--- src/rtl/mult_pkg.sv ---
// rtl/mult_pkg.sv - shared constants and command typedef for the shift-add multiplier datapath
//
// Contents:
//   WIDTH_DEF   default operand width
//   CW_DEF      default counter width, clog2(WIDTH)+1
//   REG_W_DEF   working register width, 2*WIDTH+1
//   PROD_W_DEF  product width, 2*WIDTH
//   cmd_t       sequencer command vector {reset, add, shift, decrement}
//   cw_for()    counter width for a given operand width

package mult_pkg;

    localparam int WIDTH_DEF  = 8;
    localparam int CW_DEF     = $clog2(WIDTH_DEF) + 1;
    localparam int REG_W_DEF  = 2 * WIDTH_DEF + 1;
    localparam int PROD_W_DEF = 2 * WIDTH_DEF;

    typedef struct packed {
        logic reset;
        logic add;
        logic shift;
        logic decrement;
    } cmd_t;

    function automatic int cw_for(input int width);
        return $clog2(width) + 1;
    endfunction

endpackage

--- src/rtl/multiplier_datapath_if.sv ---
// rtl/multiplier_datapath_if.sv - sequencer/datapath bundle for the shift-add multiplier
//
// Signals:
//   RESET, ADD, SHIFT, DECREMENT  sequencer commands
//   READY                         sequencer done indication
//   multiplicand, multiplier      operands (WIDTH bits)
//   register                      working register (2*WIDTH+1 bits)
//   count                         remaining-iteration counter (CW bits)
//   product, product_valid        latched result and its valid flag
//   cmd_error                     sticky illegal-command flag
// Modports: master drives commands/operands (sequencer side), slave is the datapath.

interface multiplier_datapath_if
    import mult_pkg::*;
#(
    parameter int WIDTH = WIDTH_DEF,
    parameter int CW    = cw_for(WIDTH)
) ();

    logic                 RESET;
    logic                 ADD;
    logic                 SHIFT;
    logic                 DECREMENT;
    logic                 READY;
    logic [WIDTH-1:0]     multiplicand;
    logic [WIDTH-1:0]     multiplier;
    logic [2*WIDTH:0]     register;
    logic [CW-1:0]        count;
    logic [2*WIDTH-1:0]   product;
    logic                 product_valid;
    logic                 cmd_error;

    modport master (
        output RESET, ADD, SHIFT, DECREMENT, READY, multiplicand, multiplier,
        input  register, count, product, product_valid, cmd_error
    );

    modport slave (
        input  RESET, ADD, SHIFT, DECREMENT, READY, multiplicand, multiplier,
        output register, count, product, product_valid, cmd_error
    );

endinterface

--- src/rtl/mult_counter.sv ---
// rtl/mult_counter.sv - iteration counter with load, saturating decrement and zero flag
//
// Ports:
//   clk, n_reset  clock and asynchronous active-low reset
//   load          load WIDTH-1 (start of a multiply)
//   dec           decrement by one, saturating at zero
//   count         current counter value
//   at_zero       count is zero

module mult_counter
    import mult_pkg::*;
#(
    parameter int WIDTH = WIDTH_DEF,
    parameter int CW    = cw_for(WIDTH)
) (
    input  logic          clk,
    input  logic          n_reset,
    input  logic          load,
    input  logic          dec,
    output logic [CW-1:0] count,
    output logic          at_zero
);

    assign at_zero = (count == '0);

    always_ff @(posedge clk or negedge n_reset) begin
        if (!n_reset) begin
            count <= '0;
        end else if (load) begin
            count <= CW'(WIDTH - 1);
        end else if (dec && !at_zero) begin
            count <= count - 1'b1;
        end
    end

endmodule

--- src/rtl/multiplier_datapath.sv ---
// rtl/multiplier_datapath.sv - shift-add multiplier datapath driven by an external sequencer
//
// Ports:
//   clk       rising-edge clock
//   n_reset   asynchronous active-low reset
//   bus       multiplier_datapath_if.slave: commands, operands, register, count,
//             product/product_valid and sticky cmd_error
//
// RESET loads the multiplier into the low half and takes precedence over the
// ADD/SHIFT/DECREMENT group, whose members act together in one cycle.

module multiplier_datapath
    import mult_pkg::*;
#(
    parameter int WIDTH = WIDTH_DEF,
    parameter int CW    = cw_for(WIDTH)
) (
    input  logic                 clk,
    input  logic                 n_reset,
    multiplier_datapath_if.slave bus
);

    cmd_t               cmd;
    logic [2*WIDTH:0]   reg_q;
    logic [WIDTH:0]     sum;
    logic [2*WIDTH-1:0] product_q;
    logic               product_valid_q;
    logic               cmd_error_q;
    logic [CW-1:0]      count;
    logic               at_zero;
    logic               any_op;
    logic               illegal;

    assign cmd = {bus.RESET, bus.ADD, bus.SHIFT, bus.DECREMENT};

    // The carry bit of the accumulator is not fed back into the sum: each add
    // starts from the W-bit upper half, and the carry is absorbed by the shift.
    assign sum = {1'b0, reg_q[2*WIDTH-1:WIDTH]} + {1'b0, bus.multiplicand};

    assign any_op  = cmd.add | cmd.shift | cmd.decrement;
    assign illegal = (cmd.reset & any_op)
                   | (any_op & bus.READY)
                   | (cmd.decrement & at_zero & ~cmd.shift);

    mult_counter #(
        .WIDTH (WIDTH),
        .CW    (CW)
    ) u_counter (
        .clk     (clk),
        .n_reset (n_reset),
        .load    (cmd.reset),
        .dec     (cmd.decrement & ~cmd.reset),
        .count   (count),
        .at_zero (at_zero)
    );

    always_ff @(posedge clk or negedge n_reset) begin
        if (!n_reset) begin
            reg_q <= '0;
        end else if (cmd.reset) begin
            reg_q <= {{(WIDTH+1){1'b0}}, bus.multiplier};
        end else if (cmd.add && cmd.shift) begin
            // {sum, low} >> 1 with zero fill at the MSB
            reg_q <= {1'b0, sum, reg_q[WIDTH-1:1]};
        end else if (cmd.add) begin
            reg_q[2*WIDTH:WIDTH] <= sum;
        end else if (cmd.shift) begin
            reg_q <= {1'b0, reg_q[2*WIDTH:1]};
        end
    end

    // Capture happens once per run: product_valid blocks re-capture until RESET.
    always_ff @(posedge clk or negedge n_reset) begin
        if (!n_reset) begin
            product_q       <= '0;
            product_valid_q <= 1'b0;
        end else if (cmd.reset) begin
            product_valid_q <= 1'b0;
        end else if (!product_valid_q && bus.READY) begin
            product_q       <= reg_q[2*WIDTH-1:0];
            product_valid_q <= 1'b1;
        end
    end

    always_ff @(posedge clk or negedge n_reset) begin
        if (!n_reset) begin
            cmd_error_q <= 1'b0;
        end else if (illegal) begin
            cmd_error_q <= 1'b1;
        end
    end

    assign bus.register      = reg_q;
    assign bus.count         = count;
    assign bus.product       = product_q;
    assign bus.product_valid = product_valid_q;
    assign bus.cmd_error     = cmd_error_q;

endmodule

--- src/flat_wrapper.sv ---
// flat-port wrapper written by rule: the top's interface ports become plain ports
module multiplier_datapath_flat import mult_pkg::*;
#(
    parameter int WIDTH = WIDTH_DEF,
    parameter int CW    = cw_for(WIDTH)
)
  (clk, n_reset, bus_RESET, bus_ADD, bus_SHIFT, bus_DECREMENT, bus_READY, bus_multiplicand, bus_multiplier, bus_register, bus_count, bus_product, bus_product_valid, bus_cmd_error);
  multiplier_datapath_if #(.WIDTH(WIDTH), .CW(CW)) bus_i ();
  input  logic clk;
  input  logic n_reset;
  input wire logic [$bits(bus_i.RESET)-1:0] bus_RESET;
  input wire logic [$bits(bus_i.ADD)-1:0] bus_ADD;
  input wire logic [$bits(bus_i.SHIFT)-1:0] bus_SHIFT;
  input wire logic [$bits(bus_i.DECREMENT)-1:0] bus_DECREMENT;
  input wire logic [$bits(bus_i.READY)-1:0] bus_READY;
  input wire logic [$bits(bus_i.multiplicand)-1:0] bus_multiplicand;
  input wire logic [$bits(bus_i.multiplier)-1:0] bus_multiplier;
  output wire logic [$bits(bus_i.register)-1:0] bus_register;
  output wire logic [$bits(bus_i.count)-1:0] bus_count;
  output wire logic [$bits(bus_i.product)-1:0] bus_product;
  output wire logic [$bits(bus_i.product_valid)-1:0] bus_product_valid;
  output wire logic [$bits(bus_i.cmd_error)-1:0] bus_cmd_error;
  assign bus_i.RESET = bus_RESET;
  assign bus_i.ADD = bus_ADD;
  assign bus_i.SHIFT = bus_SHIFT;
  assign bus_i.DECREMENT = bus_DECREMENT;
  assign bus_i.READY = bus_READY;
  assign bus_i.multiplicand = bus_multiplicand;
  assign bus_i.multiplier = bus_multiplier;
  assign bus_register = bus_i.register;
  assign bus_count = bus_i.count;
  assign bus_product = bus_i.product;
  assign bus_product_valid = bus_i.product_valid;
  assign bus_cmd_error = bus_i.cmd_error;
  multiplier_datapath #(.WIDTH(WIDTH), .CW(CW)) u_core (.clk(clk), .n_reset(n_reset), .bus(bus_i));
endmodule
--- config.mk ---
export PLATFORM = sky130hd
export DESIGN_NAME = multiplier_datapath_flat
export DESIGN_NICKNAME = d
export VERILOG_FILES = /design/src/rtl/mult_pkg.sv /design/src/rtl/multiplier_datapath_if.sv /design/src/rtl/mult_counter.sv /design/src/rtl/multiplier_datapath.sv /design/src/flat_wrapper.sv
export SDC_FILE = /design/constraint.sdc
export NUM_CORES = 1
export LEC_CHECK = 0
export CAP_MARGIN = 15
export CELL_PAD_IN_SITES_DETAIL_PLACEMENT = 1
export CELL_PAD_IN_SITES_GLOBAL_PLACEMENT = 2
export CORE_ASPECT_RATIO = 0.75
export CORE_MARGIN = 5
export CORE_UTILIZATION = 27
export CTS_CLUSTER_DIAMETER = 120
export DETAILED_ROUTE_END_ITERATION = 8
export PLACE_DENSITY_LB_ADDON = 0.1
export SLEW_MARGIN = 5
export SYNTH_ARGS = -nofsm -noshare
export SYNTH_HDL_FRONTEND = slang
export SYNTH_SLANG_ARGS = --single-unit
--- constraint.sdc ---
create_clock -name clk -period 1.96 [get_ports clk]
set_input_delay 0.392 -clock clk [delete_from_list [all_inputs] [get_ports clk]]
set_output_delay 0.392 -clock clk [all_outputs]
set_load 0.01 [all_outputs]
Word-level counts from Yosys, hierarchy flattened --
Cells that the tools add are included.
Storage, ports and cells: latch bits 0, bits in read-only memories 0, output and inout port bits 39, bits in writable memories 0, memories 0, flip-flop bits (word level) 39
Cells by class: $add $sub $neg 2, muxes and demuxes 9, divide/modulo/power cells 0, multipliers 0, order comparisons 0, reductions and logical operators 12, shifts and indexed selects 0, eq/ne operators 1, bitwise operators 11
Operators by type and width (number):
- 17-bit 2-to-1 mux | 3
- 8-bit by 8-bit adder with 9-bit output | 1
- 9-bit 2-to-1 mux | 1
- 4-bit 2-to-1 mux | 2
- 8-bit 2-to-1 mux | 1
- 1-bit bitwise AND | 5
- 4-bit zero test | 1
- 1-bit OR | 4
- 2-bit AND reduction | 2
- 2-bit nonzero test | 2
- 4-bit nonzero test | 1
- 4-bit by 1-bit subtractor with 4-bit output (second input constant) | 1
- 1-bit logical AND | 3
- 3-bit by 2-bit inequality test with 1-bit output (second input constant) | 1
- 3-bit nonzero test | 1
- 1-bit zero test | 2
- 1-bit 2-to-1 mux | 2
- 1-bit NOT | 2

Longest topological paths before layout --
Gate-level depths: netlist (run 1).
word-level depth 5, depth in mapped cells 8, mapped depth without buffers 8

Hierarchy --
Synthesis (run 1) repeated with hierarchy kept, for this count alone.
Unflattened totals: cells, all modules 191, area, all modules 2174.6 um^2
By module, submodules not included:
- multiplier_datapath | instances 1, area each 1944.4 um^2, cells each 169, seq. area each 875.8 um^2
- mult_counter | instances 1, area each 230.2 um^2, cells each 22, seq. area each 100.1 um^2

Least setup slack after synthesis (run 1) --
OpenSTA, ideal clock, no wires.
path kind reg-to-reg, start register u_core.reg_q[8] (netlist: u_core.bus.register[8]), end register u_core.reg_q[12] (netlist: u_core.bus.register[12]), path slack -0.193 ns, clock period less this slack 2.153 ns, path buffers 0, stages on the path, launching flop included 9, required time 1.844 ns, setup time 0.116 ns, arrival 2.037 ns, cells stage by stage dfrtp_1 -> ha_1 -> inv_1 -> fa_1 -> nand2b_1 -> a21oi_1 -> xor2_1 -> mux4_2 -> nor2b_4
Between the ends: longest elaborated chain between the ends 4
RTL lines:
- from (decl) | RTL line multiplier_datapath.sv:24 | logic [2*WIDTH:0] reg_q;
- from (signal assigned) | RTL line multiplier_datapath.sv:61 | reg_q <= {{(WIDTH+1){1'b0}}, bus.multiplier};
- from (signal assigned) | RTL line multiplier_datapath.sv:64 | reg_q <= {1'b0, sum, reg_q[WIDTH-1:1]};
- from (signal, indexed assignment) | RTL line multiplier_datapath.sv:66 | reg_q[2*WIDTH:WIDTH] <= sum;
- 8-bit by 8-bit adder with 9-bit output * | RTL line multiplier_datapath.sv:38 | assign sum = {1'b0, reg_q[2*WIDTH-1:WIDTH]} + {1'b0, bus.multiplicand};
- 9-bit 2-to-1 mux | RTL line multiplier_datapath.sv:65 | end else if (cmd.add) begin
- 17-bit 2-to-1 mux * | RTL line multiplier_datapath.sv:62 | end else if (cmd.add && cmd.shift) begin
- 17-bit 2-to-1 mux * | RTL line multiplier_datapath.sv:60 | end else if (cmd.reset) begin
Mark *: on every way between the ends. The rest lies on a longest branch, timed or not. A chain may end at the register's enable or synchronous reset.

Worst setup path after layout (run 1) --
Ends and elaborated chain as after synthesis.

==> flow_summary.ini, run 1 <==
[outcome]
status = complete, but fails checks
violations = negative setup slack

[global_routing]
grt_overflow = 0
grt_use_total = 0.132
grt_max_degree = 40
antenna_found_initial = 0
grt_pass1_wl_mm = 10.2
grt_pass1_vias = 1970

[logic_synthesis]
ys.flop_type = dfrtp_1
yosysMostFrequentCell = dfrtp_1
syn-num-nets = 226
synth_area_um2 = 2150
synth_seq_cells = 39
synthArstFlopShare = 1.00
post_synth_num_cell_types = 46
yosysTopAreaCell = dfrtp_1
syn_area_per_cell_um2 = 11.1
synth-edff-count = 0
synthCells = 193
yosysWarnings = 0
netlist_top_cells_count = 39 x dfrtp_1, 15 x mux2_2, 15 x nand2_1
synthTopCellsByArea = dfrtp_1 45%, mux2_2 7.9%, ha_1 5.2%
synth_top_area_frac = 0.454
yosysSeqAreaShare = 0.454

[cells_and_area]
nets = 314
syn2layout_area_growth_pct = 52.3
layout-drive-gt1-share = 0.270
final_area_um2 = 3280
fin_cells = 387
diodes = 0

[clocking]
holdBufCountCts = 0
clockBufferDepth = 2
cts_tree = yes
cts_max_level = 2
cts.sinks = 39
cts_buffers = 5
clkTransAtPathRegs_ns = 0.08
clock-root-buffer = clkbuf_8
clk_latency_ns = 0.29

[sta]
hold_violations = 0
worst_slack_ns = -0.0504
slew-limit-headroom = 0.644
skew_ns = 0.00650
slew_viol_final = 0
fin_setup_tns_ns = -0.103
rsz0062_at_grt = true
fin_crit_ns = 2.01
fin_crit_sh = 1.03
whs_ns = 0.150
worst_pin_slew_ns = 0.533
max_freq_mhz = 497
setup_viol_count_final = 3

[routing]
drt_iter0_drc = 50
route.top_layer_used = met4
wl_met1_mm = 3.18
drc = 0
wirelength_mm = 6.25
dr.pass1.iters = 4
routed-via-count = 1803
met2_length_mm = 2.78
avgViaCountPerCell = 4.66
wl_per_cell_um = 16.2
ant_nets = 0
wl_met3_um = 256

[placed_design]
dp.cells = 378
portBuffers = 61
dpl-instance-area_um2 = 3090
hpwl_mm = 4.47
place_congestion = 0.689

[critical_path]
end_kind = flop
cp_num_buf_inv = 1
reg2reg_depth = 8
regToRegSetupSlack_ns = -0.05
crit_type = reg -> reg
critPathArrivalTime_ns = 2.20
slowest_delay_ns = 0.46
start_kind = flop
regToRegEndpoint = u_core.bus.register[12]$_DFFE_PN0P_
path_cells = ha_2 > inv_2 > fa_2 > nand2b_4 > a21oi_2 > xor2_1 > mux4_2 > nor2b_4
crit_slowest_cell = mux4_2
r2r_start = u_core.bus.register[8]$_DFFE_PN0P_
cp.required_ns = 2.15
cp_max_fo = 2
crit_family = adder cells

[floorplan]
initial_utilization = 0.275
die_h_um = 87.3
dieWidth_um = 113
rows = 28
dieArea_um2 = 9870
ios = 62
core-area_um2 = 7810

[power]
p_per_area_nw_per_um2 = 841
vdd_ir_drop_max_v = 0.000294
p_leak_nw = 1.45
finalPower_mw = 2.76

[worst_hold_path]
hp-class = in -> async

[run]
drv_cap = 0
worst reg2reg max path, delay by kind of cell (launching register included):
family,cells,cell delay [ns]
muxes,1,0.46
adders and majority gates,2,0.53
DFF,1,0.37
AOI/OAI and AO/OA,1,0.12
xor gates and xnor gates,1,0.08
and+or+nand+nor,2,0.29
buffers and inverters,1,0.04
how the worst max path moves through the flow:
| stage | startpoint | to | cells after the start |
|---|---|---|---|
| 2_1_floorplan | u_core.bus.register[8]$_DFFE_PN0P_ | u_core.bus.register[12]$_DFFE_PN0P_ | 8 |
| 4_1_cts | u_core.bus.register[8]$_DFFE_PN0P_ | u_core.bus.register[12]$_DFFE_PN0P_ | 8 |
| 6_report | u_core.bus.register[8]$_DFFE_PN0P_ | u_core.bus.register[12]$_DFFE_PN0P_ | 8 |
| 5_1_grt | u_core.bus.register[8]$_DFFE_PN0P_ | u_core.bus.register[12]$_DFFE_PN0P_ | 8 |
| 3_3_place_gp | bus_multiplicand[0] | u_core.bus.register[13]$_DFFE_PN0P_ | 9 |
| 3_5_place_dp | bus_multiplicand[0] | u_core.bus.register[13]$_DFFE_PN0P_ | 9 |
layout by cell type (no fill, tap or decap), types with 6 or more instances in the layout:
cell type,instances
buf_4,27
a211oi_1,7
nor2_1,14
mux2_2,15
xnor2_1,6
clkbuf_8,6
dfrtp_1,38
mux2i_1,11
clkdlybuf4s50_1,56
nand2_1,15
o21ai_0,10
power breakdown:
group,switching (mW),total [mW],internal (mW)
logic,0.412,1.01,0.602
clock network,0.317,0.730,0.413
registers,0.0874,1.01,0.925
total,0.816,2.76,1.94
area by class of cell:
cell class	count	area, µm²
Multi-Input combinational cell	137	1150
Clock buffer	6	82.6
Clock inverter	2	35.0
Tap cell	105	131
Fill cell	879	4540
Timing Repair Buffer	91	871
Inverter	7	26.3
Sequential cell	39	977
layer usage:
metal | GRT usage | vias up
li1 | - | 873
met1 | 0.184 | 887
met2 | 0.206 | 39
met3 | 0.0340 | 4
met4 | 0.0295 | 0
met5 | 0 | -
flip-flops by register name, indices dropped and copies added, names as in the netlist:
name and count:
u_core.u_counter.count 4, u_core.bus.register 17, u_core.bus.product 16, u_core.bus.product_valid 1, u_core.bus.cmd_error 1
kinds of logic after synthesis:
| family | after synthesis | share of synthesized area |
|---|---|---|
| simple gates | 47 | 0.113 |
| fa+ha+maj | 10 | 0.0617 |
| buf+inv | 17 | 0.0430 |
| xor+xnor | 8 | 0.0326 |
| mux | 29 | 0.156 |
| compound gates | 43 | 0.140 |
| flops | 39 | 0.454 |
metrics by stage:
step                      setup slack, ns  utilization
after floorplan                   -0.0921            -
after global placement             -0.569        0.396
after detailed placement           -0.623        0.396
after CTS                          -0.109        0.411
after global routing               -0.127        0.419
final                             -0.0504        0.419
what timing repair did:
item,4_1_cts,5_1_grt
pin swaps,5,10
setup endpoints to repair,7,6
endpoints found under the hold margin,0,0
buffers inserted,0,1
gates resized for setup,3,9
Note: power is estimated with default switching activity, not from simulation.
==> run 2, diff against run 1 <==
Settings changed: CORE_ASPECT_RATIO 0.75 to 1.1, HOLD_SLACK_MARGIN set to 0.03.
==> flow_summary.ini, run 2 (synthesis gave the netlist of run 1 again) <==
[outcome]
status = complete, but fails checks
violations = negative setup slack

[global_routing]
met1_usage = 0.169
grt_max_degree = 30
use_met3 = 0.0384
grt_overflow = 0
grt_pass1_vias = 1994
grt_pass1_wl_mm = 10.2
grt_use_total = 0.130
antenna_found_initial = 0
grt_busiest_layer = met2
grtUsageMet2 = 0.207

[routing]
drc = 0
drt_iter0_drc = 9
wl_per_cell_um = 15.6
wirelength_mm = 6.11
routed-via-count = 1794
avgViaCountPerCell = 4.59
ant_nets = 0
dr.pass1.iters = 4

[power]
sw_frac_of_total = 0.317
p_comb_frac = 0.392
vdd_ir_drop_max_v = 0.000369
p_switching_mw = 0.827
intPower_mw = 1.78
finalPower_mw = 2.61
clockPowerShare = 0.219
p_per_area_nw_per_um2 = 800
p_leak_nw = 1.42
seqPwrFrac = 0.388

[sta]
worst_slack_ns = -0.0537
skew_ns = 0.00675
max_freq_mhz = 497
worst_pin_slew_ns = 0.466
rsz0062_at_grt = true
setup_viol_count_final = 2
slew_viol_final = 0
fin_setup_tns_ns = -0.0845
slew-limit-headroom = 0.689
fin_crit_sh = 1.03
hold_violations = 0
fin_crit_ns = 2.01

[clocking]
clock-root-buffer = clkbuf_8
cts_tree = yes
clkTransAtPathRegs_ns = 0.09
clk_latency_ns = 0.30
holdBufCountCts = 0
clockBufferDepth = 2
cts_max_level = 2
cts_buffers = 5
cts.sinks = 39

[cells_and_area]
nets = 315
diodes = 0
layout_commonest_cell = clkdlybuf4s50_1
layout-drive-gt1-share = 0.265
final_area_um2 = 3260
fin_util = 0.417
final_cell_mix = 56 x clkdlybuf4s50_1, 39 x dfrtp_1, 28 x buf_4
largest_reg_flops = 17
syn2layout_area_growth_pct = 51.6

[placed_design]
portBuffers = 61
dpl-instance-area_um2 = 3090
hpwl_mm = 4.50
place_congestion = 0.715

[critical_path]
end_kind = flop
cp_max_fo = 2
start_kind = flop
critPathArrivalTime_ns = 2.20
cp.required_ns = 2.14
crit_type = reg -> reg

[floorplan]
rows = 34
die_h_um = 104
dieWidth_um = 95.1
dieArea_um2 = 9850
initial_utilization = 0.275
core-area_um2 = 7830
ios = 62

[run]
drv_cap = 0

[worst_hold_path]
hp-class = in -> async
-- run 2: final cells by class --
type                       instances  area, µm²
clock buffer                       5       68.8
inverter                           7       26.3
sequential                        39        976
fill                             886       4570
timing repair buffer              92        875
clock inverter                     3       20.0
multi-input combinational        137       1160
tap                              108        135
-- run 2: worst paths after layout --
check | slack [ns] | from | to | cells past startpoint
min in group clk | 0.50 | u_core.bus.product[9]$_DFFE_PN0P_ | u_core.bus.product[9]$_DFFE_PN0P_ | 1
hold reg to reg | 0.50 | u_core.bus.product[9]$_DFFE_PN0P_ | u_core.bus.product[9]$_DFFE_PN0P_ | 1
setup reg to reg | -0.05 | u_core.bus.register[8]$_DFFE_PN0P_ | u_core.bus.register[12]$_DFFE_PN0P_ | 8
max in group asynchronous | 1.43 | n_reset | u_core.bus.product[14]$_DFFE_PN0P_ | 2
hold / removal | 0.04 | n_reset | u_core.bus.product[9]$_DFFE_PN0P_ | 1
setup / recovery | -0.05 | u_core.bus.register[8]$_DFFE_PN0P_ | u_core.bus.register[12]$_DFFE_PN0P_ | 8
-- run 2: critical path, cell delays in order (launching register included) --
cell and delay (ns):
dfrtp_1 0.36, ha_2 0.19, inv_2 0.04, fa_2 0.34, nand2b_4 0.16, a21oi_2 0.12, xor2_1 0.09, mux4_2 0.47
nor2b_4 0.13
-- run 2: timing repair --
action                                  4_1_cts  5_1_grt
pin swaps                                    11        8
endpoints found under the setup margin        7        7
endpoints found under the hold margin         0        0
gates resized for setup                       5        5
buffers inserted                              3        0
-- run 2: power by group through the flow --
stage	Combinational (mW)	Sequential, mW	Clock, mW
floorplan	0.398	1.08	0
global placement	0.980	1.02	0
detailed placement	0.987	1.03	0
CTS	1.01	1.01	0.592
global route	1.11	1.04	0.639
finish	1.02	1.01	0.572
-- run 2: through the flow --
stage                     setup slack, ns  std cells  hold WS [ns]
after floorplan                   -0.0921        193        0.0964
after global placement             -0.597        380         0.368
after detailed placement           -0.600        380         0.377
after CTS                         -0.0989        391        0.0504
after global routing               -0.148        391        0.0503
final                             -0.0537        391        0.0385
-- run 2: routing by layer --
layer,wire length [µm],vias up
li1,-,865
met1,2740,883
met2,2960,38
met3,325,8
met4,89,0
met5,0,-
==> run 3, diff against run 2 <==
Settings changed: CORE_UTILIZATION 27 to 32.
Clock period 1.96 ns to 2.6 ns, I/O delays scaled along.
==> flow_summary.ini, run 3 (synthesis gave the netlist of run 1 again) <==
[outcome]
status = finished, final reports clean

[critical_path]
cp.required_ns = 2.78
reg2reg_depth = 8
start_kind = input port
end_kind = flop
crit_type = in -> reg
regToRegEndpoint = u_core.bus.register[12]$_DFFE_PN0P_
critPathArrivalTime_ns = 2.63
cp_max_fo = 2
r2r_start = u_core.bus.register[8]$_DFFE_PN0P_
regToRegSetupSlack_ns = 0.38

[placed_design]
dpl-instance-area_um2 = 2880
portBuffers = 61
place_congestion = 0.762
hpwl_mm = 3.91

[global_routing]
antenna_found_initial = 0
grt_use_total = 0.133
grt_pass1_wl_mm = 8.77
grt_overflow = 0
grt_max_degree = 40
grt_pass1_vias = 1794

[sta]
worst_pin_slew_ns = 0.527
fin_crit_sh = 0.945
max_freq_mhz = 407
whs_ns = 0.273
fin_crit_ns = 2.46
skew_ns = 0.0118
slew_viol_final = 0
slew-limit-headroom = 0.649
setup_viol_count_final = 0
rsz0062_at_grt = false
fin_setup_tns_ns = 0
hold_violations = 0

[floorplan]
initial_utilization = 0.328
dieWidth_um = 88.2
die_h_um = 96.0
rows = 31
core-area_um2 = 6560
ios = 62
dieArea_um2 = 8460

[cells_and_area]
layout_commonest_cell = clkdlybuf4s50_1
nets = 294
final_cell_mix = 60 x clkdlybuf4s50_1, 39 x dfrtp_1, 15 x mux2_2, 15 x nand2_1, 14 x nor2_1
diodes = 0
seq_area_um2 = 976
num-fill-cells = 721
syn2layout_area_growth_pct = 39.2
layout-drive-gt1-share = 0.168
fin_util = 0.457
largest_reg_flops = 17
multi_input_area_um2 = 1080
final_area_um2 = 2990

[clocking]
cts_tree = yes
holdBufCountCts = 0
post_cts_resized = 0
clkTransAtPathRegs_ns = 0.08
clk_latency_ns = 0.30
cts_buffers = 5
post_cts_buffers = 0
cts.sinks = 39
clockBufferDepth = 2
cts_max_level = 2
clock-root-buffer = clkbuf_8

[worst_hold_path]
hp-class = in -> async

[power]
vdd_ir_drop_max_v = 0.000251
p_per_area_nw_per_um2 = 640
finalPower_mw = 1.91
p_leak_nw = 1.31

[routing]
dr.pass1.iters = 4
wirelength_mm = 5.39
ant_nets = 0
drc = 0
wl_per_cell_um = 15.7
routed-via-count = 1730
avgViaCountPerCell = 5.03
drt_iter0_drc = 47

[run]
drv_cap = 0
run 3: cell count changes in the layout (fill, tap and decap cells not counted), sizes merged:
cell	change
buf	-21
clkdlybuf4s50	+4
dlygate4sd2	-3
clkinvlp	-2
bufinv	+1
clkinv	+1
dlymetal6s2s	-1
run 3: how the worst max path moves through the flow:
stage,from,endpoint,slack [ns],depth (start not counted)
floorplan,bus_multiplicand[0],u_core.bus.register[12]$_DFFE_PN0P_,0.38,8
global placement,bus_multiplicand[0],u_core.bus.register[12]$_DFFE_PN0P_,-0.14,9
detailed placement,bus_multiplicand[0],u_core.bus.register[12]$_DFFE_PN0P_,-0.18,9
CTS,bus_multiplicand[0],u_core.bus.register[12]$_DFFE_PN0P_,0.14,9
global route,bus_multiplicand[0],u_core.bus.register[12]$_DFFE_PN0P_,0.0004,9
finish,bus_multiplicand[0],u_core.bus.register[12]$_DFFE_PN0P_,0.14,9
run 3: worst max-delay path: stages:
cell	delay, ns
clkdlybuf4s50_1	0.46
ha_1	0.16
inv_1	0.05
fa_1	0.40
nand2b_1	0.18
a21oi_1	0.16
xor2_1	0.10
mux4_2	0.47
nor2b_4	0.13
run 3: routing by layer:
| metal | part of all wire | GRT usage | vias to the layer above |
|---|---|---|---|
| li1 | - | - | 829 |
| met4 | 0.012 | 0.0378 | 0 |
| met5 | 0 | 0 | - |
| met2 | 0.48 | 0.217 | 41 |
| met1 | 0.46 | 0.174 | 855 |
| met3 | 0.052 | 0.0351 | 5 |
run 3: report_power, final:
group	internal (mW)	total, mW	switching [mW]
Clock	0.286	0.518	0.232
Sequential	0.697	0.769	0.0717
Combinational	0.367	0.628	0.261
run 3: metrics by stage:
step / setup slack (ns) / std cells
2_1_floorplan: 0.382 / 193
3_3_place_gp: -0.145 / 336
3_5_place_dp: -0.176 / 336
4_1_cts: 0.137 / 344
5_1_grt: 0.000413 / 344
6_report: 0.144 / 344
run 3: cell type report:
| class | count | area share |
|---|---|---|
| Sequential cell | 39 | 0.326 |
| Clock buffer | 5 | 0.0230 |
| Timing Repair Buffer | 71 | 0.232 |
| Clock inverter | 3 | 0.0146 |
| Multi-Input combinational cell | 137 | 0.362 |
| Inverter | 7 | 0.00878 |
| Tap cell | 82 | 0.0343 |
